### config.mk
export PLATFORM = sky130hd
export DESIGN_NAME = instruction_fetch
export DESIGN_NICKNAME = d
export VERILOG_FILES = /design/src/rtl/riscv_pkg.sv /design/src/rtl/fetch_fifo.sv /design/src/rtl/instruction_fetch.sv
export SDC_FILE = /design/constraint.sdc
export NUM_CORES = 1
export LEC_CHECK = 0
export CAP_MARGIN = 20
export CORE_ASPECT_RATIO = 1.75
export CORE_MARGIN = 4
export CORE_UTILIZATION = 30
export DETAILED_ROUTE_END_ITERATION = 12
export GPL_ROUTABILITY_DRIVEN = 1
export GPL_TIMING_DRIVEN = 0
export PLACE_DENSITY = 0.57
export SLEW_MARGIN = 10
export SYNTH_ARGS = -nofsm -noshare
export SYNTH_HDL_FRONTEND = slang
export SYNTH_SLANG_ARGS = --single-unit
### constraint.sdc
create_clock -name clk_i -period 4.4 [get_ports clk_i]
set_clock_uncertainty 0.2 [all_clocks]
set_input_delay 0.88 -clock clk_i [delete_from_list [all_inputs] [get_ports clk_i]]
set_output_delay 0.88 -clock clk_i [all_outputs]
set_load 0.03 [all_outputs]
### src/rtl/riscv_pkg.sv
// riscv_pkg: shared fetch-stage types and constants
package riscv_pkg;
  localparam logic [31:0] NOP_INSTR = 32'h0000_0013;
  typedef enum logic [1:0] {IDLE, REQ, DRAIN} fetch_state_e;
  typedef struct packed {
    logic [63:0] pc;
    logic [31:0] instr;
  } fetch_entry_t;
endpackage

### src/rtl/fetch_fifo.sv
// fetch_fifo: power-of-two synchronous FIFO of fetched {pc, instr} entries
module fetch_fifo
  import riscv_pkg::*;
#(
  parameter int DEPTH = 2
) (
  input  logic                     clk,
  input  logic                     rst,
  input  logic                     push,
  input  logic                     pop,
  input  logic                     clear,
  input  fetch_entry_t             din,
  output logic [$clog2(DEPTH):0]   count,
  output fetch_entry_t             head
);
  localparam int AW = $clog2(DEPTH);
  fetch_entry_t mem [DEPTH];
  logic [AW-1:0] rptr, wptr, widx;
  // a push in a clearing cycle lands in slot 0 of the emptied buffer
  assign widx = clear ? '0 : wptr;
  assign head = mem[rptr];
  always_ff @(posedge clk) begin
    if (rst) begin
      rptr  <= '0;
      wptr  <= '0;
      count <= '0;
    end else if (clear) begin
      rptr  <= '0;
      wptr  <= AW'(push);
      count <= (AW+1)'(push);
    end else begin
      wptr  <= wptr + AW'(push);
      rptr  <= rptr + AW'(pop);
      count <= count + (AW+1)'(push) - (AW+1)'(pop);
    end
  end
  always_ff @(posedge clk) if (push) mem[widx] <= din;
endmodule

### src/rtl/instruction_fetch.sv
// instruction_fetch: PC owner, single-outstanding imem requester and IF/ID register
module instruction_fetch
  import riscv_pkg::*;
#(
  parameter logic [63:0] RESET_PC   = 64'h0,
  parameter int          FIFO_DEPTH = 2
) (
  input  logic        clk_i,
  input  logic        rst_i,
  input  logic        pc_en_i,
  input  logic        if_en_i,
  input  logic        flush_i,
  input  logic        pc_src_i,
  input  logic [63:0] branch_pc_i,
  output logic        imem_req_o,
  output logic [63:0] imem_addr_o,
  input  logic        imem_ack_i,
  input  logic [31:0] imem_rdata_i,
  output logic [31:0] instr_o,
  output logic [63:0] pc_o,
  output logic        valid_o
);
  localparam int CW = $clog2(FIFO_DEPTH) + 1;
  fetch_state_e state, state_next;
  logic [63:0] fetch_pc, drain_addr;
  logic [CW-1:0] count, count_next;
  fetch_entry_t head;
  logic handshake, good, clear, pop, bypass, push, space;
  assign imem_req_o  = state != IDLE;
  assign imem_addr_o = state == DRAIN ? drain_addr : fetch_pc;
  assign handshake   = imem_req_o & imem_ack_i;
  assign good        = handshake & (state == REQ) & ~pc_src_i;
  assign clear       = pc_src_i | flush_i;
  assign pop         = if_en_i & ~clear & (count != '0);
  assign bypass      = if_en_i & ~clear & (count == '0) & good;
  assign push        = good & ~bypass;
  // the request issued next cycle must find a free slot after this cycle's push/pop
  assign count_next  = clear ? CW'(push) : count + CW'(push) - CW'(pop);
  assign space       = pc_en_i & (count_next < CW'(FIFO_DEPTH));
  fetch_fifo #(.DEPTH(FIFO_DEPTH)) u_fifo (
    .clk   (clk_i),
    .rst   (rst_i),
    .push  (push),
    .pop   (pop),
    .clear (clear),
    .din   ({fetch_pc, imem_rdata_i}),
    .count (count),
    .head  (head)
  );
  always_comb begin
    state_next = (state == IDLE || handshake) ? (space ? REQ : IDLE)
               : (pc_src_i ? DRAIN : state);
  end
  always_ff @(posedge clk_i) begin
    if (rst_i) state <= IDLE;
    else state <= state_next;
  end
  always_ff @(posedge clk_i) begin
    if (rst_i) begin
      fetch_pc   <= RESET_PC & ~64'h3;
      drain_addr <= RESET_PC & ~64'h3;
      instr_o    <= NOP_INSTR;
      pc_o       <= '0;
      valid_o    <= 1'b0;
    end else begin
      fetch_pc <= pc_src_i ? (branch_pc_i & ~64'h3) : good ? fetch_pc + 64'd4 : fetch_pc;
      if (state != DRAIN) drain_addr <= fetch_pc;
      if (clear) begin
        instr_o <= NOP_INSTR;
        valid_o <= 1'b0;
      end else if (pop) begin
        pc_o    <= head.pc;
        instr_o <= head.instr;
        valid_o <= 1'b1;
      end else if (bypass) begin
        pc_o    <= fetch_pc;
        instr_o <= imem_rdata_i;
        valid_o <= 1'b1;
      end else if (if_en_i) begin
        instr_o <= NOP_INSTR;
        valid_o <= 1'b0;
      end
    end
  end
endmodule

Word level (Yosys, flattened, before mapping)
Memories as Yosys holds them, arrays and structs flattened. A register that Yosys moved wholly into a read port is not among the register bits.
Index checks and enable logic that the tools add are counted.
{"block": "totals", "output_inout_bits": 162, "wordCells": 65, "latchBits": 0, "mem_bits_ro": 0, "regBits": 231, "input_bits": 103, "mem_bits_rw": 192, "n_memories": 1}
{"name": "u_fifo.mem", "depth": 2, "width": 96, "read_ports": 1, "rd_clocked_by_memory_dff": 1, "write_ports": 1, "line_no": "fetch_fifo.sv:17", "source": "fetch_entry_t mem [DEPTH];"}
{"block": "op_classes", "magnitude_cmp": 1, "n_bitwise": 13, "div_mod_pow": 0, "add_sub_neg": 5, "reduce_logical": 12, "shifts": 0, "n_mul": 0, "n_mux": 20, "n_eq_ne": 3}
{"op": "64-bit two-way mux", "count": 5}
{"op": "32-bit two-way mux", "count": 3}
{"op": "64-bit by 3-bit adder with 64-bit output (second input constant)", "count": 1}
{"op": "2-bit nonzero test", "count": 5}
{"op": "1-bit AND", "count": 9}
{"op": "1-bit two-way mux", "count": 9}
{"op": "2-bit two-way mux", "count": 3}
{"op": "2-bit zero test", "count": 2}
{"op": "2-bit OR reduction", "count": 2}
{"op": "1-bit inverter", "count": 3}
{"op": "3-bit nonzero test", "count": 1}
{"op": "1-bit adder", "count": 2}
{"op": "2-bit by 1-bit adder with 2-bit output", "count": 1}
{"op": "2-bit by 1-bit == test with 1-bit output (second input constant)", "count": 1}
{"op": "2-bit == test (second input constant)", "count": 1}
{"op": "2-bit < comparator (second input constant)", "count": 1}
{"op": "2-bit inequality test (second input constant)", "count": 1}
{"op": "2-bit AND reduction", "count": 1}
{"op": "2-bit by 1-bit subtractor with 2-bit output", "count": 1}
{"op": "1-bit logical OR", "count": 1}
{"op": "1-bit OR", "count": 1}

Logic depth before layout (Yosys ltp)
Gate-level depths: netlist (run 1).
{"block": "logic_depth", "ltp_word": 14, "depth_mapped": 9, "mapped_depth_nobuf": 9}

Cells and area by module
A second synthesis (run 1) with hierarchy kept.
{"block": "hier_totals", "cells_unflattened": 1541, "hier_area_um2": 17704.5}
{"mod": "instruction_fetch", "seq_area_each_um2": 4464.3, "cells_each": 1222, "area_each_um2": 10462.5, "instances": 1}
{"mod": "fetch_fifo", "seq_area_each_um2": 5845.6, "cells_each": 319, "area_each_um2": 7241.9, "instances": 1}

Worst setup path after synthesis (run 1)
No wires, ideal clock.
{"block": "synth_timing", "path_kind": "in2reg", "start": "in imem_ack_i", "end": "mem u_fifo.mem[1][0] (netlist bit) (enable)", "path_stages": 4, "setup_slack_ps": -88, "n_path_buf": 1, "setup_ps": 464, "arrival_time_ps": 3824, "required_ps": 3736, "cell_sequence": "nand3b_1 -> clkbuf_1 -> nor3_1 -> and3_1"}
{"block": "synth_via", "elab_chain_len": 8}
{"item": "start, declared", "line_no": "instruction_fetch.sv:17", "source": "input logic imem_ack_i,"}
{"item": "1-bit AND *", "line_no": "instruction_fetch.sv:31", "source": "assign handshake = imem_req_o & imem_ack_i;"}
{"item": "1-bit AND * (2 in series)", "line_no": "instruction_fetch.sv:32", "source": "assign good = handshake & (state == REQ) & ~pc_src_i;"}
{"item": "1-bit AND", "line_no": "instruction_fetch.sv:35", "source": "assign bypass = if_en_i & ~clear & (count == '0) & good;"}
{"item": "1-bit inverter", "line_no": "instruction_fetch.sv:36", "source": "assign push = good & ~bypass;"}
{"item": "1-bit AND *", "line_no": "instruction_fetch.sv:36"}
{"item": "1-bit two-way mux *", "line_no": "fetch_fifo.sv:37", "source": "always_ff @(posedge clk) if (push) mem[widx] <= din;"}
{"item": "1-bit two-way mux (implied by the code) *", "line_no": "fetch_fifo.sv:37"}
{"item": "end, declared", "line_no": "fetch_fifo.sv:17"}
Mark *: on every way between the ends. The rest lies on a longest branch, timed or not.

Worst setup path in the final report (run 1)
{"block": "layout_timing", "start": "reg state[0]", "end": "out imem_addr_o[44]"}
{"block": "layout_via", "elab_chain_len": 2}
{"item": "start, declared", "line_no": "instruction_fetch.sv:24", "source": "fetch_state_e state, state_next;"}
{"item": "start signal, assigned", "line_no": "instruction_fetch.sv:56", "source": "else state <= state_next;"}
{"item": "2-bit == test", "line_no": "instruction_fetch.sv:30", "source": "assign imem_addr_o = state == DRAIN ? drain_addr : fetch_pc;"}
{"item": "64-bit two-way mux", "line_no": "instruction_fetch.sv:30"}
{"item": "end, declared", "line_no": "instruction_fetch.sv:16", "source": "output logic [63:0] imem_addr_o,"}
No other way between the ends.

==> results.json, run 1 <==
{
  "cp-start-kind": "flip-flop",
  "ant_nets": 0,
  "fin_nets": 2026,
  "cp_max_fo": 10,
  "htreeDepth": 2,
  "yosys_most_used_dff": "dfxtp_1",
  "endpoint_kind": "output pin",
  "final_common_cell": "clkdlybuf4s50_1",
  "syn2layout_area_growth_pct": 29.0,
  "hold_viol_final": 0,
  "setup_viol": 0,
  "cts_tree": "yes",
  "cts_root_buf": "clkbuf_16",
  "synth-seq-area-share_pct": 58.4,
  "grt_pass1_wl_mm": 90.2,
  "antenna_found_initial": 3,
  "cpMaxStageDelayCell": "clkdlybuf4s50_1",
  "layout_setup_ws_ns": 0.144,
  "row_count": 116,
  "cts.reportedPaths.clkPinSlew_ns": 0.07,
  "critical_path_arrival_ns": 3.18,
  "path_class": "flip-flop to output pin",
  "period_needed_ns": 4.26,
  "p_leak_nw": 7.08,
  "wl_mm": 60.9,
  "syn-instance-count": 1615,
  "tightest_slew_ns": 1.21,
  "comb_power_share_pct": 7.8,
  "gr-total-overflow": 0,
  "maxCapViolCount": 0,
  "grt_max_degree": 44,
  "instances_no_fill": 2722,
  "min_from": "fetch_pc[56]$_SDFFE_PP0P_",
  "layout_common_cells": "clkdlybuf4s50_1 (258), dfxtp_1 (225), edfxtp_1 (188)",
  "fp.dieW_um": 190,
  "cts_max_path_buffers": 3,
  "drive_gt1_share_pct": 8.40,
  "cts_num_sinks": 413,
  "p_switching_mw": 2.00,
  "place_ws_ns": 0.00254,
  "start_util_pct": 30.3,
  "io_pins": 265,
  "final_core_util_pct": 39.1,
  "wl_per_cell_um": 22.4,
  "dp_cells": 2648,
  "io_buffers": 258,
  "hp-class": "flip-flop to flip-flop",
  "synth-async-reset-ratio_pct": 0,
  "powerDensity_nw_per_um2": 374,
  "power_frac_clock_pct": 42.1,
  "drt_iter0_drc": 971,
  "synth.avg_cell_area_um2": 10.8,
  "first_pass_iters": 5,
  "ys_ff_latch": 413,
  "post-dp-hpwl_mm": 45.9,
  "dieArea_um2": 62000,
  "synth_area_um2": 17400,
  "synth.distinct_cells": 53,
  "min_period_over_period_pct": 96.7,
  "intPower_mw": 6.39,
  "cp_slowest_stage_delay_ns": 0.60,
  "clock.fmax_ghz": 0.235,
  "die_h_um": 326,
  "core_area_um2": 57300,
  "timing.setup.tns_ns": 0,
  "vias": 14000,
  "grt_setup_unrepaired": "no",
  "clock_latency_ns": 0.56,
  "drc": 0,
  "postCtsSetupBuffers": 0,
  "grt_util_all_layers_pct": 18.9,
  "critPathRequiredTime_ns": 3.32,
  "seqPwrFrac_pct": 50.0,
  "swShare_pct": 23.9,
  "avgViaCountPerCell": 5.16,
  "worstPathCellList": "nand2b_1 > buf_8 > clkbuf_1 > mux2_2 > clkdlybuf4s50_1",
  "relSlewSlack_pct": 19.3,
  "irDropWorstVdd_uv": 249,
  "cts_buffers": 39,
  "grt_pass1_vias": 14200,
  "reg2reg_from": "state[0]$_SDFFE_PP0P_",
  "synth_edf_count": 188,
  "cp-startpoint": "state[0]$_SDFFE_PP0P_",
  "status": "finished clean",
  "gp_congestion": 0.910,
  "slew_viol_final": 0,
  "yosysWarnings": 0
}
## state kept, by name, indices dropped and copies added (netlist names)
name          count
pc_o             62
instr_o          32
state             2
u_fifo.rptr       1
fetch_pc         62
drain_addr       62
u_fifo.mem      188
valid_o           1
u_fifo.count      2
u_fifo.wptr       1
## cell usage after synthesis (3+ instances only)
cell       instances  area [um^2]
xor2_1             9         78.8
a21oi_1           51          255
a31oi_1           14         87.6
nor2b_1           63          394
nand3_1           52          260
o31ai_1            7         52.6
and3_1            10         62.6
nand2_1          174          653
buf_2              8         40.0
buf_1             11         41.3
mux2_2            65          732
xnor2_1           22          193
nor2_1            96          360
buf_4              5         37.5
or2_2              6         37.5
a2111oi_0          4         35.0
a211oi_1          84          631
nand4_1           30          188
or3_1             11         68.8
a311oi_1          74          648
o211ai_1          11         82.6
mux2i_1           34          340
nor3_1            21          105
nand2b_1           5         31.3
or4_1             14          105
and2_1            66          413
and3b_1            3         26.3
inv_1             41          154
nor4_1            23          144
and4_1            11         96.3
edfxtp_1         188         5650
o22ai_1           35          219
o21ai_0           13         65.1
clkbuf_1         108          405
dfxtp_1          225         4500
## critical path, delay by kind of cell (launching register included)
family	cells	cell delay, ns
AND/OR/NAND/NOR	1	0.49
multiplexers	1	0.42
flip-flops	1	0.43
buffers and inverters	3	1.27
## logic make-up after synthesis
group	synth area share, %
AOI/OAI and AO/OA	12.2
xor gates and xnor gates	1.56
adders and majority gates	0.144
buffers and inverters	4.02
DFF	58.4
muxes	6.17
other	0.0216
and+or+nand+nor	17.5
## stage by stage
step | area (um^2) | power, mW | hold WS, ns
final | 22400 | 8.39 | 0.254
after detailed placement | 21100 | 4.94 | 0.236
after floorplan | 17400 | 4.58 | 0.220
after CTS | 22400 | 8.47 | 0.251
after global placement | 20900 | 4.93 | 0.224
after global routing | 22400 | 8.67 | 0.260
## power by group through the flow
stage               clock network (mW)  logic, mW  registers, mW
floorplan                            0      0.333           4.25
global placement                     0      0.648           4.28
detailed placement                   0      0.657           4.28
CTS                               3.61      0.661           4.20
global route                      3.76      0.701           4.21
finish                            3.54      0.657           4.20
## worst paths after layout
check,endpoint,slack (ns),cells after the start
hold / removal,u_fifo.mem[0][88]$_DFFE_PP_,0.25,0
setup reg to reg,pc_o[28]$_SDFFE_PP0P_,1.16,6
hold reg to reg,u_fifo.mem[0][88]$_DFFE_PP_,0.25,0
setup / recovery,imem_addr_o[44],0.14,5
## per-layer routing
metal | vias up | GRT usage (%) | wire (um)
met3 | 105 | 3.27 | 3420
met5 | - | 0 | 0
met4 | 0 | 7.66 | 2530
met1 | 6931 | 21.4 | 23100
met2 | 466 | 35.0 | 31900
li1 | 6545 | - | -
## cell type report
type	count	area, um^2
flip-flops and latches	413	10100
fillers	5681	34900
plain buffers	134	546
well taps	767	960
clock inverters	14	148
diodes	3	7.51
repair buffers	263	2710
clock buffers	58	1190
inverters	41	154
multi-input cells	1029	6550
## timing repair
item,4_1_cts,5_1_grt
hold buffers,0,0
gates resized for setup,3,0
setup endpoints to repair,36,0
(Power assumes the default switching activity.)
==> inputs of run 2 (changes only) <==
--- a/config.mk
+++ b/config.mk
@@ -9,6 +9,7 @@
 export CORE_ASPECT_RATIO = 1.75
 export CORE_MARGIN = 4
 export CORE_UTILIZATION = 30
+export CTS_BUF_LIST = sky130_fd_sc_hd__clkbuf_16
 export DETAILED_ROUTE_END_ITERATION = 12
 export GPL_ROUTABILITY_DRIVEN = 1
 export GPL_TIMING_DRIVEN = 0
==> run 2 against run 1 <==
  * Global-route usage about the same
  * Critical path type unchanged
  * Critical path depth did not move
  * Largest cell class unchanged
  * Power decreased by 1.6%
==> results.json, run 2 (synthesized netlist as in run 1, its figures left out) <==
{
  "grt_pass1_wl_mm": 90.2,
  "core_area_um2": 57300,
  "dieArea_um2": 62000,
  "placed_area_um2": 21100,
  "post-dp-hpwl_mm": 45.9,
  "hold_viol_final": 0,
  "clock_latency_ns": 0.56,
  "avgViaCountPerCell": 5.17,
  "cts_root_buf": "clkbuf_16",
  "cp-start-kind": "flip-flop",
  "drc": 0,
  "regMostFlops": "u_fifo.mem",
  "io_pins": 265,
  "drive_gt1_share_pct": 8.09,
  "grt_util_all_layers_pct": 18.9,
  "cts_tree": "yes",
  "cts_buffers": 39,
  "io_buffers": 258,
  "row_count": 116,
  "vias": 14100,
  "syn2layout_area_growth_pct": 28.6,
  "place_ws_ns": 0.00254,
  "grt_pass1_vias": 14200,
  "cpMaxStageDelayCell": "clkdlybuf4s50_1",
  "period_needed_ns": 4.23,
  "wl_per_cell_um": 22.4,
  "first_pass_iters": 5,
  "path_class": "flip-flop to output pin",
  "final_area_um2": 22400,
  "antenna_found_initial": 3,
  "instances_no_fill": 2721,
  "n_fill_cell": 5689,
  "cts_num_sinks": 413,
  "gr-total-overflow": 0,
  "powerDensity_nw_per_um2": 370,
  "worstPathCellList": "nand2b_1 > buf_8 > clkbuf_1 > mux2_2 > clkdlybuf4s50_1",
  "clock.fmax_ghz": 0.236,
  "critPathRequiredTime_ns": 3.32,
  "start_util_pct": 30.3,
  "grt_max_degree": 44,
  "htreeDepth": 2,
  "drt_iter0_drc": 918,
  "total_power_mw": 8.26,
  "endpoint_kind": "output pin",
  "irDropWorstVdd_uv": 249,
  "critical_path_arrival_ns": 3.15,
  "gp_congestion": 0.910,
  "hp-class": "flip-flop to flip-flop",
  "layout_common_cells": "clkdlybuf4s50_1 (258), dfxtp_1 (225), edfxtp_1 (188)",
  "register_area_um2": 10100,
  "wl_mm": 60.9,
  "ant_nets": 0,
  "rrSetupSlack_ns": 1.16,
  "fp.dieW_um": 190,
  "slew_viol_final": 0,
  "tightest_slew_ns": 1.18,
  "cts.reportedPaths.clkPinSlew_ns": 0.07,
  "cp_slowest_stage_delay_ns": 0.60,
  "maxCapViolCount": 0,
  "final_common_cell": "clkdlybuf4s50_1",
  "status": "finished clean",
  "min_period_over_period_pct": 96.2,
  "hold_ws_ns": 0.253,
  "fin_nets": 2026,
  "p_leak_nw": 7.09,
  "largest_reg_flops": 188,
  "cp_max_fo": 10,
  "setup_viol": 0,
  "layout_setup_ws_ns": 0.169,
  "die_h_um": 326,
  "multi_input_area_um2": 6550,
  "dp_cells": 2648,
  "relSlewSlack_pct": 21.0,
  "cts_max_path_buffers": 3,
  "grt_setup_unrepaired": "no"
}
-- run 2: layout make-up --
type	instances	share of cell area, %
timing repair buffer	263	12.1
buffer	134	2.44
clock buffer	43	4.81
inverter	41	0.689
clock inverter	29	0.912
antenna	2	0.0224
multi-input combinational	1029	29.3
tap	767	4.29
sequential	413	45.4
-- run 2: worst paths after layout --
| kind | start | end | cells past startpoint |
|---|---|---|---|
| setup / recovery | state[0]$_SDFFE_PP0P_ | imem_addr_o[49] | 5 |
| hold / removal | fetch_pc[56]$_SDFFE_PP0P_ | u_fifo.mem[0][88]$_DFFE_PP_ | 0 |
| setup reg to reg | fetch_pc[2]$_SDFFE_PP0P_ | fetch_pc[48]$_SDFFE_PP0P_ | 8 |
| hold reg to reg | fetch_pc[56]$_SDFFE_PP0P_ | u_fifo.mem[0][88]$_DFFE_PP_ | 0 |
-- run 2: stage by stage --
stage,util [%],setup TNS (ns)
final,39.0,0
after global routing,39.0,0
after CTS,39.0,0
after detailed placement,36.7,0
after global placement,36.5,-181.77
after floorplan,-,0
-- run 2: timing repair --
action,4_1_cts,5_1_grt
buffers inserted,0,0
hold buffers,0,0
endpoints found under the setup margin,36,0
hold endpoints to repair,0,0
resized for setup,3,0
-- run 2: layer usage --
layer / vias to the layer above / GRT usage (%) / share of wire, %
met4: 0 / 7.57 / 4.3
met1: 6965 / 21.4 / 38
met5: - / 0 / 0
met3: 116 / 3.27 / 5.5
li1: 6543 / - / -
met2: 432 / 35.0 / 52
-- run 2: worst max-delay path: cells and delay by family, from the launching register on --
| family | cells | cell delay [ns] |
|---|---|---|
| multiplexers | 1 | 0.41 |
| AND/OR/NAND/NOR | 1 | 0.49 |
| buffers and inverters | 3 | 1.27 |
| flip-flops | 1 | 0.42 |
-- run 2: report_power, final --
part | switching [mW] | internal, mW | leakage, nW | total (mW)
Combinational | 0.378 | 0.277 | 2.90 | 0.656
Sequential | 0.102 | 4.10 | 3.53 | 4.20
Clock | 1.52 | 1.89 | 0.653 | 3.41
Total | 2.00 | 6.26 | 7.09 | 8.26
